[src/rtl/mul_share_ctrl_if.sv]
// Request/response/multiplier bundle between two requesters, the sharing controller and the array multiplier.
// master = requester/consumer/multiplier side, slave = mul_share_ctrl.
interface mul_share_ctrl_if #(
  parameter int DW = 8,
  parameter int MW = 4
);
  logic            req0_valid;
  logic            req0_ready;
  logic [DW-1:0]   req0_a;
  logic [DW-1:0]   req0_b;
  logic            req1_valid;
  logic            req1_ready;
  logic [DW-1:0]   req1_a;
  logic [DW-1:0]   req1_b;
  logic            rsp_valid;
  logic            rsp_ready;
  logic            rsp_id;
  logic [2*DW-1:0] rsp_product;
  logic [MW-1:0]   mul_a;
  logic [MW-1:0]   mul_b;
  logic [2*MW-1:0] mul_result;

  modport master (
    output req0_valid, req0_a, req0_b,
    input  req0_ready,
    output req1_valid, req1_a, req1_b,
    input  req1_ready,
    input  rsp_valid, rsp_id, rsp_product,
    output rsp_ready,
    input  mul_a, mul_b,
    output mul_result
  );

  modport slave (
    input  req0_valid, req0_a, req0_b,
    output req0_ready,
    input  req1_valid, req1_a, req1_b,
    output req1_ready,
    output rsp_valid, rsp_id, rsp_product,
    input  rsp_ready,
    output mul_a, mul_b,
    input  mul_result
  );
endinterface

[src/rtl/mul_share_ctrl.sv]
// Round-robin sharing of one 4x4 multiplier for 8x8 multiplies; response 4 cycles after accept, one op per 6 cycles.
// Result held in RESP until rsp_ready; no request is accepted while a result is pending.
module mul_share_ctrl #(
  parameter int DW = 8,
  parameter int MW = 4
) (
  input logic           clk,
  input logic           rst_n,
  mul_share_ctrl_if.slave bus
);

  typedef enum logic [1:0] {IDLE, MUL, RESP} state_t;

  typedef struct packed {
    logic [DW-1:0] a;
    logic [DW-1:0] b;
  } opnd_t;

  state_t          state;
  logic [1:0]      step;
  opnd_t           opnd;
  logic [2*DW-1:0] acc;
  logic            last;
  logic            rsp_id_q;
  logic            rsp_valid_q;

  logic            grant;
  logic            accept;
  logic [MW-1:0]   nib_a;
  logic [MW-1:0]   nib_b;
  logic [2*DW-1:0] pp_shifted;

  // On contention the requester that did not win last time goes first.
  always_comb begin
    grant = bus.req1_valid;
    if (bus.req0_valid && bus.req1_valid) begin
      grant = ~last;
    end
  end

  assign accept         = rst_n && (state == IDLE) && (bus.req0_valid || bus.req1_valid);
  assign bus.req0_ready = accept && !grant;
  assign bus.req1_ready = accept && grant;

  // step[0] picks the high nibble of a, step[1] the high nibble of b.
  always_comb begin
    nib_a = '0;
    nib_b = '0;
    if (rst_n && (state == MUL)) begin
      nib_a = step[0] ? opnd.a[DW-1:MW] : opnd.a[MW-1:0];
      nib_b = step[1] ? opnd.b[DW-1:MW] : opnd.b[MW-1:0];
    end
  end

  assign bus.mul_a = nib_a;
  assign bus.mul_b = nib_b;

  always_comb begin
    case (step)
      2'd0:    pp_shifted = {{DW{1'b0}}, bus.mul_result};
      2'd3:    pp_shifted = {bus.mul_result, {DW{1'b0}}};
      default: pp_shifted = {{MW{1'b0}}, bus.mul_result, {MW{1'b0}}};
    endcase
  end

  always_ff @(posedge clk) begin
    if (!rst_n) begin
      state       <= IDLE;
      step        <= '0;
      opnd        <= '0;
      acc         <= '0;
      last        <= 1'b1;
      rsp_id_q    <= 1'b0;
      rsp_valid_q <= 1'b0;
    end else begin
      case (state)
        IDLE: begin
          if (accept) begin
            if (grant) begin
              opnd.a <= bus.req1_a;
              opnd.b <= bus.req1_b;
            end else begin
              opnd.a <= bus.req0_a;
              opnd.b <= bus.req0_b;
            end
            rsp_id_q <= grant;
            last     <= grant;
            acc      <= '0;
            step     <= '0;
            state    <= MUL;
          end
        end
        MUL: begin
          acc  <= acc + pp_shifted;
          step <= step + 2'd1;
          if (step == 2'd3) begin
            state       <= RESP;
            rsp_valid_q <= 1'b1;
          end
        end
        RESP: begin
          if (bus.rsp_ready) begin
            rsp_valid_q <= 1'b0;
            state       <= IDLE;
          end
        end
        default: state <= IDLE;
      endcase
    end
  end

  assign bus.rsp_valid   = rsp_valid_q;
  assign bus.rsp_id      = rsp_id_q;
  assign bus.rsp_product = acc;

endmodule

[src/flat_wrapper.sv]
// flat-port wrapper written by rule: the top's interface ports become plain ports
module mul_share_ctrl_flat 
#(
  parameter int DW = 8,
  parameter int MW = 4
)
  (clk, rst_n, bus_req0_valid, bus_req0_a, bus_req0_b, bus_req0_ready, bus_req1_valid, bus_req1_a, bus_req1_b, bus_req1_ready, bus_rsp_valid, bus_rsp_id, bus_rsp_product, bus_rsp_ready, bus_mul_a, bus_mul_b, bus_mul_result);
  mul_share_ctrl_if #(.DW(DW), .MW(MW)) bus_i ();
  input logic clk;
  input logic rst_n;
  input wire logic [$bits(bus_i.req0_valid)-1:0] bus_req0_valid;
  input wire logic [$bits(bus_i.req0_a)-1:0] bus_req0_a;
  input wire logic [$bits(bus_i.req0_b)-1:0] bus_req0_b;
  output wire logic [$bits(bus_i.req0_ready)-1:0] bus_req0_ready;
  input wire logic [$bits(bus_i.req1_valid)-1:0] bus_req1_valid;
  input wire logic [$bits(bus_i.req1_a)-1:0] bus_req1_a;
  input wire logic [$bits(bus_i.req1_b)-1:0] bus_req1_b;
  output wire logic [$bits(bus_i.req1_ready)-1:0] bus_req1_ready;
  output wire logic [$bits(bus_i.rsp_valid)-1:0] bus_rsp_valid;
  output wire logic [$bits(bus_i.rsp_id)-1:0] bus_rsp_id;
  output wire logic [$bits(bus_i.rsp_product)-1:0] bus_rsp_product;
  input wire logic [$bits(bus_i.rsp_ready)-1:0] bus_rsp_ready;
  output wire logic [$bits(bus_i.mul_a)-1:0] bus_mul_a;
  output wire logic [$bits(bus_i.mul_b)-1:0] bus_mul_b;
  input wire logic [$bits(bus_i.mul_result)-1:0] bus_mul_result;
  assign bus_i.req0_valid = bus_req0_valid;
  assign bus_i.req0_a = bus_req0_a;
  assign bus_i.req0_b = bus_req0_b;
  assign bus_req0_ready = bus_i.req0_ready;
  assign bus_i.req1_valid = bus_req1_valid;
  assign bus_i.req1_a = bus_req1_a;
  assign bus_i.req1_b = bus_req1_b;
  assign bus_req1_ready = bus_i.req1_ready;
  assign bus_rsp_valid = bus_i.rsp_valid;
  assign bus_rsp_id = bus_i.rsp_id;
  assign bus_rsp_product = bus_i.rsp_product;
  assign bus_i.rsp_ready = bus_rsp_ready;
  assign bus_mul_a = bus_i.mul_a;
  assign bus_mul_b = bus_i.mul_b;
  assign bus_i.mul_result = bus_mul_result;
  mul_share_ctrl #(.DW(DW), .MW(MW)) u_core (.clk(clk), .rst_n(rst_n), .bus(bus_i));
endmodule
[config.mk]
export PLATFORM = sky130hd
export DESIGN_NAME = mul_share_ctrl_flat
export DESIGN_NICKNAME = d
export VERILOG_FILES = /design/src/rtl/mul_share_ctrl_if.sv /design/src/rtl/mul_share_ctrl.sv /design/src/flat_wrapper.sv
export SDC_FILE = /design/constraint.sdc
export NUM_CORES = 1
export LEC_CHECK = 0
export ABC_AREA = 1
export CORE_MARGIN = 4
export CORE_UTILIZATION = 44
export CTS_BUF_LIST = sky130_fd_sc_hd__clkbuf_16
export DETAILED_ROUTE_END_ITERATION = 8
export GPL_TIMING_DRIVEN = 1
export PLACE_DENSITY = 0.77
export SETUP_SLACK_MARGIN = 0.05
export SYNTH_ARGS = -nofsm -noshare
export SYNTH_HDL_FRONTEND = slang
export SYNTH_SLANG_ARGS = --single-unit
[constraint.sdc]
create_clock -name clk -period 2.4 [get_ports clk]
set_input_delay 0.36 -clock clk [delete_from_list [all_inputs] [get_ports clk]]
set_output_delay 0.36 -clock clk [all_outputs]
set_load 0.03 [all_outputs]
==> results of run 1 <==
how the worst max path moves through the flow:
stage	end	slack [ns]	cells past startpoint
final	u_core.bus.rsp_product[12]$_SDFFE_PN0P_	0.11	16
after global routing	u_core.bus.rsp_product[12]$_SDFFE_PN0P_	-0.01	16
after CTS	u_core.bus.rsp_product[12]$_SDFFE_PN0P_	0.05	16
after detailed placement	u_core.bus.rsp_product[12]$_SDFFE_PN0P_	-0.04	16
after global placement	u_core.bus.rsp_product[12]$_SDFFE_PN0P_	0.05	16
after floorplan	u_core.bus.rsp_product[12]$_SDFFE_PN0P_	0.09	16
power breakdown:
group | internal [uW] | switching, uW | total [uW]
Sequential | 685 | 27.0 | 712
Combinational | 316 | 360 | 677
Clock | 485 | 280 | 765
Total | 1490 | 668 | 2150
metrics by stage:
step                      setup TNS, ns  area, um2  worst slack [ns]  power, uW  hold slack [ns]
after floorplan                       0       2670            0.0899       1010            0.429
after detailed placement        -0.0842       3530           -0.0442       1210            0.451
final                                 0       4140             0.106       2150            0.454
after global placement                0       3530            0.0466       1200            0.441
after global routing            -0.0398       4140           -0.0146       2250            0.498
after CTS                             0       3760            0.0479       1990            0.460
worst register-to-register path: stages, from the launching register on:
cell	delay (ns)
dfxtp_2	0.33
inv_2	0.05
ha_4	0.23
inv_2	0.09
nand2_4	0.10
nor2_2	0.10
ha_2	0.19
inv_1	0.06
fa_2	0.34
inv_2	0.08
nand3_1	0.08
nand3_2	0.12
nand3_2	0.09
nand3_1	0.10
nand2_1	0.08
nand3_1	0.08
a21oi_1	0.06
layer usage:
| metal | vias up | track usage [%] |
|---|---|---|
| met5 | - | 0 |
| met4 | 0 | 7.19 |
| met3 | 39 | 5.48 |
| met2 | 154 | 38.3 |
| met1 | 1454 | 24.3 |
| li1 | 1586 | - |
sequential cells by signal (all words and copies together), names as in the netlist:
signal	count
u_core.bus.rsp_id	1
u_core.bus.rsp_product	16
u_core.bus.rsp_valid	1
u_core.last	1
u_core.opnd	16
u_core.state	2
u_core.step	2
placed cells by master (no fill, tap or decap), types with 2 or more instances in the layout:
cell type and count:
a21oi_1 34, a21oi_2 5, a31oi_1 16, buf_4 38, buf_6 2, clkbuf_16 5
clkdlybuf4s50_1 62, dfxtp_1 37, dfxtp_2 2, ha_1 9, ha_2 2, ha_4 8
inv_1 53, inv_2 10, nand2_1 150, nand2_2 15, nand2_4 6, nand3_1 18
nand3_2 4, nand3b_1 2, nand4_1 2, nor2_1 16, nor2_2 3, nor3_2 2
nor3_4 2, o21ai_0 6, o22ai_2 3, o22ai_4 4, o32ai_1 2, or2_2 3
area by class of cell:
class | count | share of cell area [%]
clock inverters | 2 | 0.907
flip-flops and latches | 39 | 18.9
well taps | 75 | 2.27
clock buffers | 5 | 3.02
repair buffers | 102 | 22.4
inverters | 63 | 5.72
multi-input cells | 319 | 46.7
cells by family (layout without fill, tap and decap cells):
logic type | count (synthesis) | after routing | synth area share (%)
flops | 39 | 39 | 29.2
compound gates | 73 | 73 | 15.6
buf+inv | 73 | 172 | 10.7
xor+xnor | 1 | 1 | 0.328
simple gates | 225 | 225 | 34.5
fa+ha+maj | 20 | 20 | 9.65
repair_timing:
item,CTS,global route
gates resized for setup,13,64
setup endpoints to repair,8,11
hold buffers,0,0
buffers inserted,3,11
pin swaps,10,28
synthesized netlist by cell type (all sizes together):
master	count	area [um2]
and2	1	6.26
or2	3	18.8
nand2	171	644
dfxtp	39	781
a211oi	1	7.51
o22ai	8	50.1
nor3	4	31.3
nor2	20	82.6
nand3b	2	15.0
inv	63	236
fa	1	20.0
o21ai	6	30.0
buf	5	30.0
xor2	1	8.76
ha	19	238
nand4	2	12.5
o32ai	2	17.5
a21oi	40	211
clkbuf	5	18.8
a31oi	16	100
nand3	22	110
==> impl_metrics.py, run 1 <==
metrics = {
    "cells_and_area": {
        "final_cells": 605,
        "nFillCells": 445,
        "drive_gt1_share_pct": 22.5,
        "area.growth.synth_to_final_pct": 55.0,
        "final_util_pct": 69.9,
        "regArea_um2": 783,
        "fin_nets": 595,
        "insertedDiodeCount": 0,
        "multi_input_area_um2": 1930,
    },
    "outcome": {
        "status": "finished, final reports clean",
    },
    "hold_path": {
        "whs_endpoint": "u_core.bus.rsp_valid$_SDFFE_PN0P_",
        "hold_class": "flip-flop to flip-flop",
        "holdCritStartpoint": "u_core.bus.rsp_valid$_SDFFE_PN0P_",
        "worstHoldPathCells": 2,
    },
    "synthesis": {
        "synth_nets": 496,
        "ys_types": 27,
        "syn_avg_cell_area_um2": 6.20,
        "synth-seq-cells": 39,
        "netlist_area_um2": 2670,
        "yosys_warnings": 0,
        "ys_seq_area_share_pct": 29.2,
        "netlist_instances": 431,
    },
    "setup_path": {
        "critical_path_class": "flip-flop to flip-flop",
        "path_cells": "inv_2 > ha_4 > inv_2 > nand2_4 > nor2_2 > ha_2 > inv_1 > fa_2 > inv_2 > nand3_1 > nand3_2 > nand3_2 > nand3_1 > nand2_1 > nand3_1 > a21oi_1",
        "crit_buf_inv": 4,
        "start_kind": "flip-flop",
        "slowest_stage": "dfxtp_2",
        "cpPeakStageDelay_ns": 0.33,
        "reg2reg_from": "u_core.step[0]$_SDFFE_PN0P_",
        "critPathMaxFanout": 8,
        "crit_path_end_kind": "flip-flop",
        "r2r_slack_ns": 0.11,
        "worstSetupStartpoint": "u_core.step[0]$_SDFFE_PN0P_",
        "cp_top_family": "adder cells",
        "worstPathArrival_ns": 2.45,
        "reg2reg_depth": 16,
        "rr_endpoint": "u_core.bus.rsp_product[12]$_SDFFE_PN0P_",
        "crit_required_ns": 2.56,
    },
    "routing": {
        "wl_met3_um": 699,
        "detail_route.first_pass.iterations": 5,
        "m1WireLength_um": 3370,
        "met2_length_um": 4510,
        "drc": 0,
        "routed_via_density": 5.34,
        "wire_per_inst_um": 14.8,
        "postRouteAntennaNets": 0,
        "vias": 3233,
        "wl_um": 8930,
        "maxUsedRoutingLayer": "met4",
        "drtIter0Drc": 168,
    },
    "place": {
        "io_buffers": 72,
        "dp_hpwl_um": 5780,
        "gp_congestion": 0.922,
        "post-place-cells": 584,
    },
    "floorplan": {
        "ios": 73,
        "core_um2": 5920,
        "rows": 28,
        "chipWidth_um": 85.9,
        "die-area_um2": 7380,
        "initial_utilization_pct": 45.1,
        "die_h_um": 85.9,
    },
    "grt": {
        "antenna_found_initial": 0,
        "grt_start_max_net_pins": 37,
        "grt_pass1_vias": 3021,
        "grt_pass1_wl_um": 12800,
        "grt_overflow": 0,
        "grt_usage_pct": 21.3,
    },
    "sta": {
        "fin_crit_sh_pct": 95.6,
        "tightest_slew_ns": 0.417,
        "final_max_slew_viol_count": 0,
        "skew_ns": 0.00822,
        "max_freq_mhz": 436,
        "fin_crit_ns": 2.29,
        "rsz0062_at_grt": "yes",
        "hold_violations": 0,
        "setup_viol": 0,
        "relSlewSlack_pct": 72.2,
    },
    "clock_network": {
        "cts_root_buf": "clkbuf_16",
        "clk_path_buf_depth": 2,
        "cts_tree": "done",
        "insertion_delay_ns": 0.29,
        "cts.sinks": 39,
        "cts_made_buffers": 5,
        "htreeDepth": 2,
        "clkTransAtPathRegs_ns": 0.06,
    },
    "power": {
        "leakage_uw": 0.00185,
        "p_per_area_nw_per_um2": 521,
        "vdd_ir_drop_max_mv": 0.350,
    },
    "run": {
        "drv_cap": 0,
    },
}
Power figures use the tool's default switching activity.
==> inputs of run 2 (changes only) <==
--- a/config.mk
+++ b/config.mk
@@ -7,11 +7,11 @@
 export LEC_CHECK = 0
 export ABC_AREA = 1
 export CORE_MARGIN = 4
-export CORE_UTILIZATION = 44
-export CTS_BUF_LIST = sky130_fd_sc_hd__clkbuf_16
+export CORE_UTILIZATION = 54
+export CTS_BUF_LIST = sky130_fd_sc_hd__clkbuf_4
 export DETAILED_ROUTE_END_ITERATION = 8
 export GPL_TIMING_DRIVEN = 1
-export PLACE_DENSITY = 0.77
+export PLACE_DENSITY = 0.88
 export SETUP_SLACK_MARGIN = 0.05
 export SYNTH_ARGS = -nofsm -noshare
 export SYNTH_HDL_FRONTEND = slang
==> constraint.sdc (replaced) <==
create_clock -name clk -period 2.9 [get_ports clk]
set_input_delay 0.435 -clock clk [delete_from_list [all_inputs] [get_ports clk]]
set_output_delay 0.435 -clock clk [all_outputs]
set_load 0.03 [all_outputs]
==> impl_metrics.py, run 2 (synthesis gave the netlist of run 1 again) <==
metrics = {
    "floorplan": {
        "ios": 73,
        "die-area_um2": 6130,
        "die_h_um": 78.3,
        "rows": 25,
        "chipWidth_um": 78.3,
        "initial_utilization_pct": 56.2,
        "core_um2": 4750,
    },
    "power": {
        "p_int_uw": 918,
        "seqPwrFrac_pct": 42.4,
        "vdd_ir_drop_max_mv": 0.362,
        "leakage_uw": 0.00163,
        "power.total_uw": 1390,
        "clockPowerShare_pct": 28.2,
        "p_sw_uw": 468,
        "sw_frac_of_total_pct": 33.8,
        "p_comb_share_pct": 29.4,
        "p_per_area_nw_per_um2": 388,
    },
    "setup_path": {
        "reg2reg_depth": 16,
        "crit_path_end_kind": "flip-flop",
        "r2r_slack_ns": 0.25,
        "critical_path_class": "flip-flop to flip-flop",
        "crit_required_ns": 3.14,
        "start_kind": "flip-flop",
        "rr_endpoint": "u_core.bus.rsp_product[12]$_SDFFE_PN0P_",
        "critPathMaxFanout": 11,
        "reg2reg_from": "u_core.step[1]$_SDFFE_PN0P_",
        "worstPathArrival_ns": 2.89,
    },
    "routing": {
        "wire_per_inst_um": 13.9,
        "drtIter0Drc": 190,
        "detail_route.first_pass.iterations": 5,
        "postRouteAntennaNets": 0,
        "wl_um": 8030,
        "vias": 3074,
        "routed_via_density": 5.34,
        "drc": 0,
    },
    "hold_path": {
        "whs_endpoint": "u_core.bus.rsp_valid$_SDFFE_PN0P_",
        "worstHoldPathCells": 2,
        "hold_class": "flip-flop to flip-flop",
        "holdCritStartpoint": "u_core.bus.rsp_valid$_SDFFE_PN0P_",
    },
    "clock_network": {
        "cts.sinks": 39,
        "clk_path_buf_depth": 2,
        "post_cts_buffers": 0,
        "cts_tree": "done",
        "htreeDepth": 2,
        "insertion_delay_ns": 0.36,
        "cts_root_buf": "clkbuf_4",
        "cts.hold.buffers_added": 0,
        "clkTransAtPathRegs_ns": 0.14,
        "cts_made_buffers": 5,
    },
    "sta": {
        "fin_crit_ns": 2.65,
        "tightest_slew_ns": 0.549,
        "hold_violations": 0,
        "final_max_slew_viol_count": 0,
        "setup_tns_ns": 0,
        "skew_ns": 0.00948,
        "setup_viol": 0,
        "rsz0062_at_grt": "no",
        "relSlewSlack_pct": 63.2,
        "max_freq_mhz": 378,
        "fin_crit_sh_pct": 91.2,
    },
    "grt": {
        "grt_start_max_net_pins": 37,
        "antenna_found_initial": 0,
        "grt_pass1_vias": 2768,
        "grt_pass1_wl_um": 12900,
        "grt_overflow": 0,
        "grt_usage_pct": 26.5,
    },
    "cells_and_area": {
        "drive_gt1_share_pct": 5.89,
        "insertedDiodeCount": 0,
        "regArea_um2": 782,
        "multi_input_area_um2": 1610,
        "area.growth.synth_to_final_pct": 33.8,
        "nFillCells": 389,
        "layout.cells.most_common": "nand2_1",
        "fin_nets": 573,
        "final_util_pct": 75.2,
        "final_cell_mix": "nand2_1 (169), clkdlybuf4s50_1 (70), inv_1 (61)",
    },
    "place": {
        "dp_hpwl_um": 6000,
        "io_buffers": 72,
        "gp_congestion": 0.904,
    },
    "run": {
        "drv_cap": 0,
    },
    "outcome": {
        "status": "finished, final reports clean",
    },
}
## run 2: cell types whose count changed in the layout (fill, tap and decap cells not counted), sizes merged
| cell | delta |
|---|---|
| buf | -30 |
| clkdlybuf4s50 | +8 |
| clkinv | +2 |
| clkinvlp | -1 |
## run 2: repair_timing
item	CTS	global route
hold endpoints to repair	0	0
resized for setup	1	4
endpoints found under the setup margin	2	10
## run 2: stage by stage
step / setup slack [ns] / cells / cell area [um2] / hold WS (ns)
finish: 0.255 / 576 / 3570 / 0.458
global placement: 0.253 / 568 / 3480 / 0.436
CTS: 0.106 / 576 / 3560 / 0.464
global route: 0.0623 / 576 / 3570 / 0.499
detailed placement: 0.0479 / 568 / 3480 / 0.445
floorplan: 0.469 / 431 / 2670 / 0.430
## run 2: layer usage
layer | vias to the layer above | GRT usage [%] | wire, um
met5 | - | 0 | 0
met4 | 0 | 9.62 | 217
li1 | 1534 | - | -
met2 | 144 | 41.3 | 3640
met1 | 1369 | 36.0 | 3520
met3 | 27 | 5.62 | 650
## run 2: worst max path at each step
stage                                start                                 endpoint  slack (ns)  depth (start not counted)
3_5_place_dp   u_core.step[1]$_SDFFE_PN0P_  u_core.bus.rsp_product[12]$_SDFFE_PN0P_        0.05                         16
3_3_place_gp   u_core.step[1]$_SDFFE_PN0P_  u_core.bus.rsp_product[12]$_SDFFE_PN0P_        0.25                         16
4_1_cts        u_core.step[1]$_SDFFE_PN0P_  u_core.bus.rsp_product[12]$_SDFFE_PN0P_        0.11                         16
5_1_grt        u_core.step[1]$_SDFFE_PN0P_  u_core.bus.rsp_product[12]$_SDFFE_PN0P_        0.06                         16
2_1_floorplan  u_core.step[0]$_SDFFE_PN0P_  u_core.bus.rsp_product[15]$_SDFFE_PN0P_        0.47                         15
6_report       u_core.step[1]$_SDFFE_PN0P_  u_core.bus.rsp_product[12]$_SDFFE_PN0P_        0.25                         16
## run 2: area by class of cell
cell class | count | share of cell area [%]
clock buffers | 5 | 1.05
clock inverters | 3 | 1.23
inverters | 63 | 6.69
multi-input cells | 319 | 45.1
flip-flops and latches | 39 | 21.9
well taps | 67 | 2.35
repair buffers | 80 | 21.7
## run 2: power by group through the flow
stage / clock (uW) / combinational [uW] / sequential, uW
2_1_floorplan: 0 / 216 / 616
6_report: 391 / 407 / 587
4_1_cts: 388 / 398 / 587
5_1_grt: 414 / 446 / 591
3_5_place_dp: 0 / 393 / 598
3_3_place_gp: 0 / 384 / 598
## run 2: critical path: stages, from the launching register on
cell,delay (ns)
dfxtp_2,0.39
inv_1,0.11
ha_1,0.33
inv_4,0.12
nand2_2,0.12
nor2_1,0.13
ha_1,0.19
inv_1,0.06
fa_1,0.35
inv_1,0.13
nand3_1,0.11
nand3_2,0.11
nand3_1,0.12
nand3_1,0.10
nand2_1,0.05
nand3_1,0.06
a21oi_1,0.05
